File: src/rtl/io_poll_master.sv
// ---------------------------------------------------------------------------
// io_poll_master
//
// Bus initiator for the memory-mapped switch/LED IO peripheral. It stands in
// for the CPU polling loop. Each round runs these steps:
//   1. Poll the status register until the switch data is ready.
//   2. Read the low and high switch bytes.
//   3. Combine the two bytes with the selected op.
//   4. Write the result to the LED register.
//   5. Poll the status register until the LED update is acknowledged.
//
// Parameters
//   POLL_GAP    idle cycles between consecutive status reads (0 = back-to-back)
//   TIMEOUT     max status reads in one poll phase; 0 disables the limit
//
// Ports
//   clk         clock, all state on the rising edge
//   reset       asynchronous, active-low reset
//   en          1 = run rounds continuously, 0 = stop at the next safe point
//   op          combine op, sampled in S_CALC: 00 add, 01 sub, 10 mul, 11 cat
//   pread       bus read strobe
//   pwrite      bus write strobe
//   addr        register address: 00 status, 01 LED, 10 switch lo, 11 switch hi
//   pwritedata  LED write data
//   preaddata   read data, valid in the same cycle as pread
//   busy        1 in any state other than S_IDLE
//   done        one-cycle pulse after a round's LED ack is seen
//   timeout     sticky poll-limit error; cleared on an en 0->1 transition
//   result      last value written to the LED register
//   rounds      completed-round counter, wraps at 16'hFFFF
// ---------------------------------------------------------------------------
module io_poll_master #(
    parameter int POLL_GAP = 4,
    parameter int TIMEOUT  = 1023
) (
    input  logic        clk,
    input  logic        reset,
    input  logic        en,
    input  logic [1:0]  op,
    output logic        pread,
    output logic        pwrite,
    output logic [1:0]  addr,
    output logic [11:0] pwritedata,
    input  logic [31:0] preaddata,
    output logic        busy,
    output logic        done,
    output logic        timeout,
    output logic [11:0] result,
    output logic [15:0] rounds
);

    // The poll counter holds the number of failed reads so far.
    // It only needs to reach TIMEOUT-1.
    localparam int PC_W = (TIMEOUT > 1) ? $clog2(TIMEOUT) : 1;
    localparam logic [PC_W-1:0] PC_LAST = PC_W'((TIMEOUT > 0) ? (TIMEOUT - 1) : 0);
    localparam int GC_W = (POLL_GAP > 1) ? $clog2(POLL_GAP) : 1;
    localparam logic [GC_W-1:0] GC_LAST = GC_W'((POLL_GAP > 0) ? (POLL_GAP - 1) : 0);

    localparam logic [1:0] A_STATUS = 2'b00;
    localparam logic [1:0] A_LED    = 2'b01;
    localparam logic [1:0] A_SWLO   = 2'b10;
    localparam logic [1:0] A_SWHI   = 2'b11;

    typedef enum logic [3:0] {
        S_IDLE,
        S_POLLSW,
        S_GAPSW,
        S_RDLO,
        S_RDHI,
        S_CALC,
        S_WRLED,
        S_POLLLED,
        S_GAPLED
    } state_t;

    state_t state, state_nxt;

    logic [PC_W-1:0] poll_cnt;
    logic [GC_W-1:0] gap_cnt;
    logic [7:0]      lo;
    logic [7:0]      hi;
    logic            en_d;

    logic poll_limit;
    logic poll_clr;
    logic poll_inc;
    logic gap_clr;
    logic gap_inc;
    logic set_timeout;
    logic ld_lo;
    logic ld_hi;
    logic ld_result;
    logic round_done;

    // The switch bytes live in the low byte of the read data.
    // The status flags are bits 1 and 0.
    // The upper bits carry nothing this block uses.
    logic unused_rdata;
    assign unused_rdata = ^preaddata[31:8];

    // -----------------------------------------------------------------------
    // Combine helpers
    // -----------------------------------------------------------------------
    function automatic logic [11:0] sat12(input logic [15:0] p);
        return (p > 16'd4095) ? 12'hFFF : p[11:0];
    endfunction

    function automatic logic [11:0] sub12(input logic [7:0] a, input logic [7:0] b);
        logic signed [11:0] d;
        d = $signed({4'b0000, a}) - $signed({4'b0000, b});
        return d;
    endfunction

    function automatic logic [11:0] combine(input logic [1:0] f_op,
                                            input logic [7:0] f_hi,
                                            input logic [7:0] f_lo);
        logic [11:0] r;
        case (f_op)
            2'b00:   r = {3'b000, {1'b0, f_hi} + {1'b0, f_lo}};
            2'b01:   r = sub12(f_hi, f_lo);
            2'b10:   r = sat12({8'h00, f_hi} * {8'h00, f_lo});
            default: r = {f_hi[3:0], f_lo};
        endcase
        return r;
    endfunction

    assign poll_limit = (TIMEOUT != 0) && (poll_cnt == PC_LAST);

    // -----------------------------------------------------------------------
    // Bus and status decode: driven from the state register only
    // -----------------------------------------------------------------------
    always_comb begin
        pread      = 1'b0;
        pwrite     = 1'b0;
        addr       = A_STATUS;
        pwritedata = '0;
        case (state)
            S_POLLSW, S_POLLLED: begin
                pread = 1'b1;
                addr  = A_STATUS;
            end
            S_RDLO: begin
                pread = 1'b1;
                addr  = A_SWLO;
            end
            S_RDHI: begin
                pread = 1'b1;
                addr  = A_SWHI;
            end
            S_WRLED: begin
                pwrite     = 1'b1;
                addr       = A_LED;
                pwritedata = result;
            end
            default: ;
        endcase
    end

    assign busy = (state != S_IDLE);

    // -----------------------------------------------------------------------
    // Next-state and control strobes
    // -----------------------------------------------------------------------
    always_comb begin
        state_nxt   = state;
        poll_clr    = 1'b0;
        poll_inc    = 1'b0;
        gap_clr     = 1'b0;
        gap_inc     = 1'b0;
        set_timeout = 1'b0;
        ld_lo       = 1'b0;
        ld_hi       = 1'b0;
        ld_result   = 1'b0;
        round_done  = 1'b0;
        case (state)
            S_IDLE: begin
                if (en) begin
                    state_nxt = S_POLLSW;
                    poll_clr  = 1'b1;
                end
            end
            S_POLLSW: begin
                // Dropping en aborts the switch poll, even if data is ready.
                if (!en) begin
                    state_nxt = S_IDLE;
                end else if (preaddata[1]) begin
                    state_nxt = S_RDLO;
                end else if (poll_limit) begin
                    state_nxt   = S_IDLE;
                    set_timeout = 1'b1;
                end else begin
                    poll_inc  = 1'b1;
                    gap_clr   = 1'b1;
                    state_nxt = (POLL_GAP == 0) ? S_POLLSW : S_GAPSW;
                end
            end
            S_GAPSW: begin
                if (!en) begin
                    state_nxt = S_IDLE;
                end else if (gap_cnt == GC_LAST) begin
                    state_nxt = S_POLLSW;
                end else begin
                    gap_inc = 1'b1;
                end
            end
            S_RDLO: begin
                ld_lo     = 1'b1;
                state_nxt = S_RDHI;
            end
            S_RDHI: begin
                ld_hi     = 1'b1;
                state_nxt = S_CALC;
            end
            S_CALC: begin
                ld_result = 1'b1;
                state_nxt = S_WRLED;
            end
            S_WRLED: begin
                poll_clr  = 1'b1;
                state_nxt = S_POLLLED;
            end
            S_POLLLED: begin
                // Once a write is issued, the ack is always awaited,
                // regardless of en.
                if (preaddata[0]) begin
                    round_done = 1'b1;
                    poll_clr   = 1'b1;
                    state_nxt  = en ? S_POLLSW : S_IDLE;
                end else if (poll_limit) begin
                    state_nxt   = S_IDLE;
                    set_timeout = 1'b1;
                end else begin
                    poll_inc  = 1'b1;
                    gap_clr   = 1'b1;
                    state_nxt = (POLL_GAP == 0) ? S_POLLLED : S_GAPLED;
                end
            end
            S_GAPLED: begin
                if (gap_cnt == GC_LAST) begin
                    state_nxt = S_POLLLED;
                end else begin
                    gap_inc = 1'b1;
                end
            end
            default: state_nxt = S_IDLE;
        endcase
    end

    // -----------------------------------------------------------------------
    // State, counters and captured data
    // -----------------------------------------------------------------------
    always_ff @(posedge clk or negedge reset) begin
        if (!reset) begin
            state    <= S_IDLE;
            poll_cnt <= '0;
            gap_cnt  <= '0;
            lo       <= '0;
            hi       <= '0;
            result   <= '0;
            rounds   <= '0;
            done     <= 1'b0;
            timeout  <= 1'b0;
            en_d     <= 1'b0;
        end else begin
            state <= state_nxt;
            en_d  <= en;
            done  <= round_done;

            if (poll_clr) begin
                poll_cnt <= '0;
            end else if (poll_inc) begin
                poll_cnt <= poll_cnt + PC_W'(1);
            end

            if (gap_clr) begin
                gap_cnt <= '0;
            end else if (gap_inc) begin
                gap_cnt <= gap_cnt + GC_W'(1);
            end

            if (ld_lo) begin
                lo <= preaddata[7:0];
            end
            if (ld_hi) begin
                hi <= preaddata[7:0];
            end
            if (ld_result) begin
                result <= combine(op, hi, lo);
            end
            if (round_done) begin
                rounds <= rounds + 16'd1;
            end

            // A new error outranks a simultaneous clear, so it is never lost.
            if (set_timeout) begin
                timeout <= 1'b1;
            end else if (en && !en_d) begin
                timeout <= 1'b0;
            end
        end
    end

endmodule

File: config.mk
export PLATFORM = sky130hd
export DESIGN_NAME = io_poll_master
export DESIGN_NICKNAME = d
export VERILOG_FILES = /design/src/rtl/io_poll_master.sv
export SDC_FILE = /design/constraint.sdc
export NUM_CORES = 1
export LEC_CHECK = 0
export BUFFER_PORTS_ARGS = -buffer_cell sky130_fd_sc_hd__clkbuf_2
export CORE_MARGIN = 3
export CORE_UTILIZATION = 55
export DETAILED_ROUTE_END_ITERATION = 8
export PLACE_DENSITY = 0.77
export SETUP_SLACK_MARGIN = 0.5
export SYNTH_ARGS = -nofsm -noshare
export SYNTH_HDL_FRONTEND = slang
export SYNTH_SLANG_ARGS = --single-unit
File: constraint.sdc
create_clock -name clk -period 6.7 [get_ports clk]
set_input_delay 0.67 -clock clk [delete_from_list [all_inputs] [get_ports clk]]
set_output_delay 0.67 -clock clk [all_outputs]
set_load 0.02 [all_outputs]
# Word-level counts from Yosys, hierarchy flattened
# Index checks and enable logic that the tools add are counted.
word_totals:
  input_bits: 37
  elab_cells: 85
  romBits: 0
  out_inout_bits: 47
  register_bits: 63
  ram_bits: 0
  mem_count: 0
  latch_bits: 0
op_classes:
  mux: 43
  bitwise: 0
  add_sub_neg: 5
  shifts: 0
  eq_ne: 15
  n_reduce_logical: 10
  multipliers: 1
  order_cmp: 1
  div_mod_pow: 0
ops:
  columns: ["cell", "n"]
  rows:
  - ["case mux 12 bit (3 select lines)", 1]
  - ["case mux 4 bit (9 select lines)", 1]
  - ["2-to-1 mux 12 bit", 2]
  - ["2-to-1 mux 4 bit", 6]
  - ["2-to-1 mux 1 bit", 21]
  - ["2-to-1 mux 10 bit", 2]
  - ["adder 16 x 1 -> 16 bit, second input constant", 1]
  - ["== test 4 x 3 -> 1 bit, second input constant", 4]
  - ["> comparator 16 x 12 -> 1 bit, second input constant", 1]
  - ["multiplier 8 x 8 -> 16 bit", 1]
  - ["adder 10 x 1 -> 10 bit, second input constant", 1]
  - ["== test 10 bit, second input constant", 1]
  - ["2-to-1 mux 2 bit", 5]
  - ["adder 8 x 8 -> 9 bit", 1]
  - ["subtractor 8 x 8 -> 9 bit", 1]
  - ["== test 4 x 2 -> 1 bit, second input constant", 2]
  - ["case mux 1 bit (2 select lines)", 3]
  - ["case mux 2 bit (3 select lines)", 1]
  - ["nonzero test 2 bit", 3]
  - ["== test 2 bit, second input constant", 2]
  - ["== test 4 x 1 -> 1 bit, second input constant", 1]
  - ["== test 4 bit, second input constant", 1]
  - ["zero test 4 bit", 1]
  - ["!= test 2 bit, second input constant", 2]
  - ["10 further kinds", 10]

# Depth between registers and ports, before layout
depth:
  depth_word: 7
  depth_mapped: 19
  depth_no_buf: 18

# Worst setup path before layout
# No wires, ideal clock.
synth_path:
  path_type: "reg2reg"
  from: "register hi[1]"
  to: "register result[6]"
  arrival_ns: 4.549
  path_slack_ns: 2.019
  stages_incl_launch_ff: 17
  setup_ns: 0.132
  period_less_slack_ns: 4.681
  n_path_buf: 0
  required_ns: 6.568
  path_cell_list: "dfrtp_1 > inv_1 > nor2_1 > fa_1 > fa_1 > fa_1 > inv_1 > fa_1 > inv_1 > ha_1 > o21ai_0 > a21oi_1 > a211oi_1 > a2111oi_4 > nand4_4 > o31ai_1 > a31oi_1"
synth_via:
  elab_chain_len: 4
  word_cells_on_any_way: 6
  cone_classes: "add/sub (2); mul (1); order compare (1); mux (2)"
synth_lines:
  columns: ["item", "line_no", "text"]
  rows:
  - ["start: declaration", "81", "logic [7:0] hi;"]
  - ["start signal: assignment", "285", "hi <= preaddata[7:0];"]
  - ["multiplier 8 x 8 -> 16 bit", "121", "2'b10: r = sat12({8'h00, f_hi} * {8'h00, f_lo});"]
  - ["> comparator 16 x 12 -> 1 bit", "105", "return (p > 16'd4095) ? 12'hFFF : p[11:0];"]
  - ["2-to-1 mux 12 bit", "105", null]
  - ["case mux 12 bit (3 select lines) *", "118", "case (f_op)"]
  - ["end signal: assignment", "288", "result <= combine(op, hi, lo);"]
  - ["end: declaration", "48", "output logic [11:0] result,"]
# Every way passes the cells marked *; elsewhere a longest branch is shown, timed or not.
# A chain may end at the register's enable or synchronous reset.

# Final worst setup path
layout_path:
  from: "register hi[1]"
  to: "register result[11]"
# Same word-level chain as after synthesis.

==> run summary <==
status - complete, no violations
Clock Skew - 0.0146 ns
Clk Latency, worst-skew pair - 0.36 ns
relative slew slack - 38.6%
die width - 110 µm
CTS tree - yes
GRT Overall Usage - 26.0%
vias in the first global route - 4981
drt pass-1 iters - 5
RR Startpoint - hi[1]
Critical Path End Type - flip-flop
R2R Path End - result[11]
clock buffer depth - 2
number of synthesized flops with an enable pin - 0
DR DRC count - 0
fin cells - 868
yosys warns - 0
CP Launch Point - hi[1]
WL/cell - 17.1 µm
synthesis-to-finish area growth - 10.8%
Setup Buffers After CTS - 0
first-pass GRT wire length - 24600 µm
FF-to-FF setup slack - 1.27 ns
dpl hpwl - 11300 µm
CP required - 6.92 ns
RePlAce Congestion - 0.934
placed cells - 852
Hold Slack - 0.470 ns
starting density of the core - 57.3%
CTS Buf Count - 9
Hold WC Path Type - input port to async pin
largest net degree at the start of global routing - 64
TritonCTS Sinks - 63
post-synth net total - 806
Synth Flop Type - dfrtp_1
Final TNS setup - 0 ns
Final setup violation count - 0
length in cells of the worst reg-to-reg path - 16
I/O pin count - 84
clk slew on worst S/H paths - 0.09 ns
initial antenna violation count - 0
fin. max-slew vios - 0
fin crit share - 81.0%
total wire length - 14900 µm
fin crit period - 5.43 ns
mapped cell area - 5970 µm²
type of origin of the critical path - flip-flop
Final Hold Viols - 0
Die ar. - 12100 µm²
starting DRC count in detailed routing - 253
sequential area share after synthesis - 26.4%
vias per cell - 5.90
Buffers on Ports - 59
Fillers - 889
Seq cells post-synth - 63
Hold Buf Count CTS - 0
Crit Path Max Fanout - 10
Net count, final - 858
Crit Path Category - flip-flop to flip-flop
Worst EP arrival - 5.65 ns
vias - 5119
Synth async-reset ratio - 100%
Avg Inst Size Synth - 8.84 µm²
row count - 37
layout cells sized above 1 - 13.4%
# diodes - 0
core area - 10400 µm²
Max Cap Viol - 0
grt total ovfl - 0
CTS H-tree lvls - 3
CTS Root Cell - clkbuf_8
cell count after synthesis - 675
Max Clk Rate - 0.184 GHz
antenna viol nets, final - 0
Synth cell types - 64
CTS resizes - 0
Chip Height - 110 µm
RSZ-0062 raised after global routing - no
Worst-Margin Slew - 0.915 ns
-- through the flow --
step / setup slack (ns) / cell area, µm² / utilization (%)
6_report: 1.27 / 6620 / 63.5
5_1_grt: 0.999 / 6620 / 63.5
4_1_cts: 1.31 / 6620 / 63.5
3_5_place_dp: 1.34 / 6360 / 61.1
3_3_place_gp: 1.38 / 6360 / 61.1
2_1_floorplan: 2.02 / 5970 / -
-- layer usage --
layer	GRT usage [%]	wire [µm]	share of wire, %
met5	0	0	0
met4	8.44	286	1.9
met3	5.24	1040	7.0
met2	41.7	6840	46
met1	35.5	6700	45
-- logic make-up after synthesis --
group                      Yosys count  share of synthesized area, %
adders and majority gates           94                          24.5
buffers and inverters              104                          6.77
and+or+nand+nor                    231                          19.4
DFF                                 63                          26.4
xor gates and xnor gates            37                          5.43
muxes                               12                          2.18
AOI/OAI and AO/OA                  134                          15.3
-- cell usage after synthesis, types with 3 or more instances --
cell type | instances | area (µm²)
inv_1 | 82 | 308
nor2_1 | 64 | 240
dfrtp_1 | 63 | 1580
ha_1 | 56 | 701
nand2_1 | 50 | 188
fa_1 | 38 | 761
and2_1 | 32 | 200
o21ai_0 | 31 | 155
a21oi_1 | 26 | 130
xnor2_1 | 23 | 201
and3_1 | 17 | 106
nor3_1 | 17 | 85.1
nand3_1 | 15 | 75.1
xor2_1 | 14 | 123
clkbuf_1 | 13 | 48.8
a211oi_1 | 10 | 75.1
o31ai_1 | 10 | 75.1
a21o_1 | 8 | 60.1
a31oi_1 | 8 | 50.1
mux2_2 | 8 | 90.1
nand4_1 | 7 | 43.8
nor2b_1 | 7 | 43.8
and4_1 | 5 | 43.8
buf_2 | 5 | 25.0
o21a_1 | 5 | 37.5
mux2i_1 | 4 | 40.0
nand2b_1 | 4 | 25.0
or3_1 | 4 | 25.0
o211ai_1 | 3 | 22.5
o22ai_1 | 3 | 18.8
-- cell usage in the layout, fill, tap and decap left out, types with 23 or more instances in the layout --
cell | Yosys | routed
a21oi_1 | 26 | 26
fa_1 | 38 | 38
nand2_1 | 50 | 50
o21ai_0 | 31 | 31
xnor2_1 | 23 | 23
nor2_1 | 64 | 64
ha_1 | 56 | 56
inv_1 | 82 | 82
and2_1 | 32 | 32
dfrtp_1 | 63 | 63
clkbuf_2 | 0 | 59
-- worst max path at each step --
stage / to / slack (ns) / cells past startpoint
after floorplan: result[6] / 2.02 / 16
after global placement: result[11] / 1.38 / 16
after detailed placement: result[10] / 1.34 / 16
after CTS: result[10] / 1.31 / 16
after global routing: result[10] / 1.0 / 16
final: result[11] / 1.27 / 16
-- sequential cells by signal, summed over array words and instances (netlist names) --
| signal | count |
|---|---|
| done | 1 |
| en_d | 1 |
| gap_cnt | 2 |
| hi | 8 |
| lo | 8 |
| poll_cnt | 10 |
| result | 12 |
| rounds | 16 |
| state | 4 |
| timeout | 1 |
-- critical path: stages, from the launching register on --
cell	delay (ns)
dfrtp_1	0.56
inv_1	0.27
nor2_1	0.21
fa_1	0.44
fa_1	0.52
fa_1	0.55
inv_1	0.06
fa_1	0.53
inv_1	0.04
ha_1	0.33
o21ai_0	0.14
a21oi_1	0.33
a21oi_1	0.16
o311ai_2	0.38
nand4_4	0.26
nor3_1	0.43
o31ai_1	0.11
-- final cells by class --
class | instances | area, µm² | area share (%)
multi-input cells | 508 | 3990 | 60.3
flip-flops and latches | 63 | 1580 | 23.8
repair buffers | 62 | 318 | 4.80
inverters | 83 | 312 | 4.71
well taps | 136 | 170 | 2.57
clock inverters | 7 | 128 | 1.93
clock buffers | 9 | 124 | 1.87
Power is left out: the tool's default activity adds up to more than one toggle a clock period on the data nets, which glitch-free logic cannot reach.
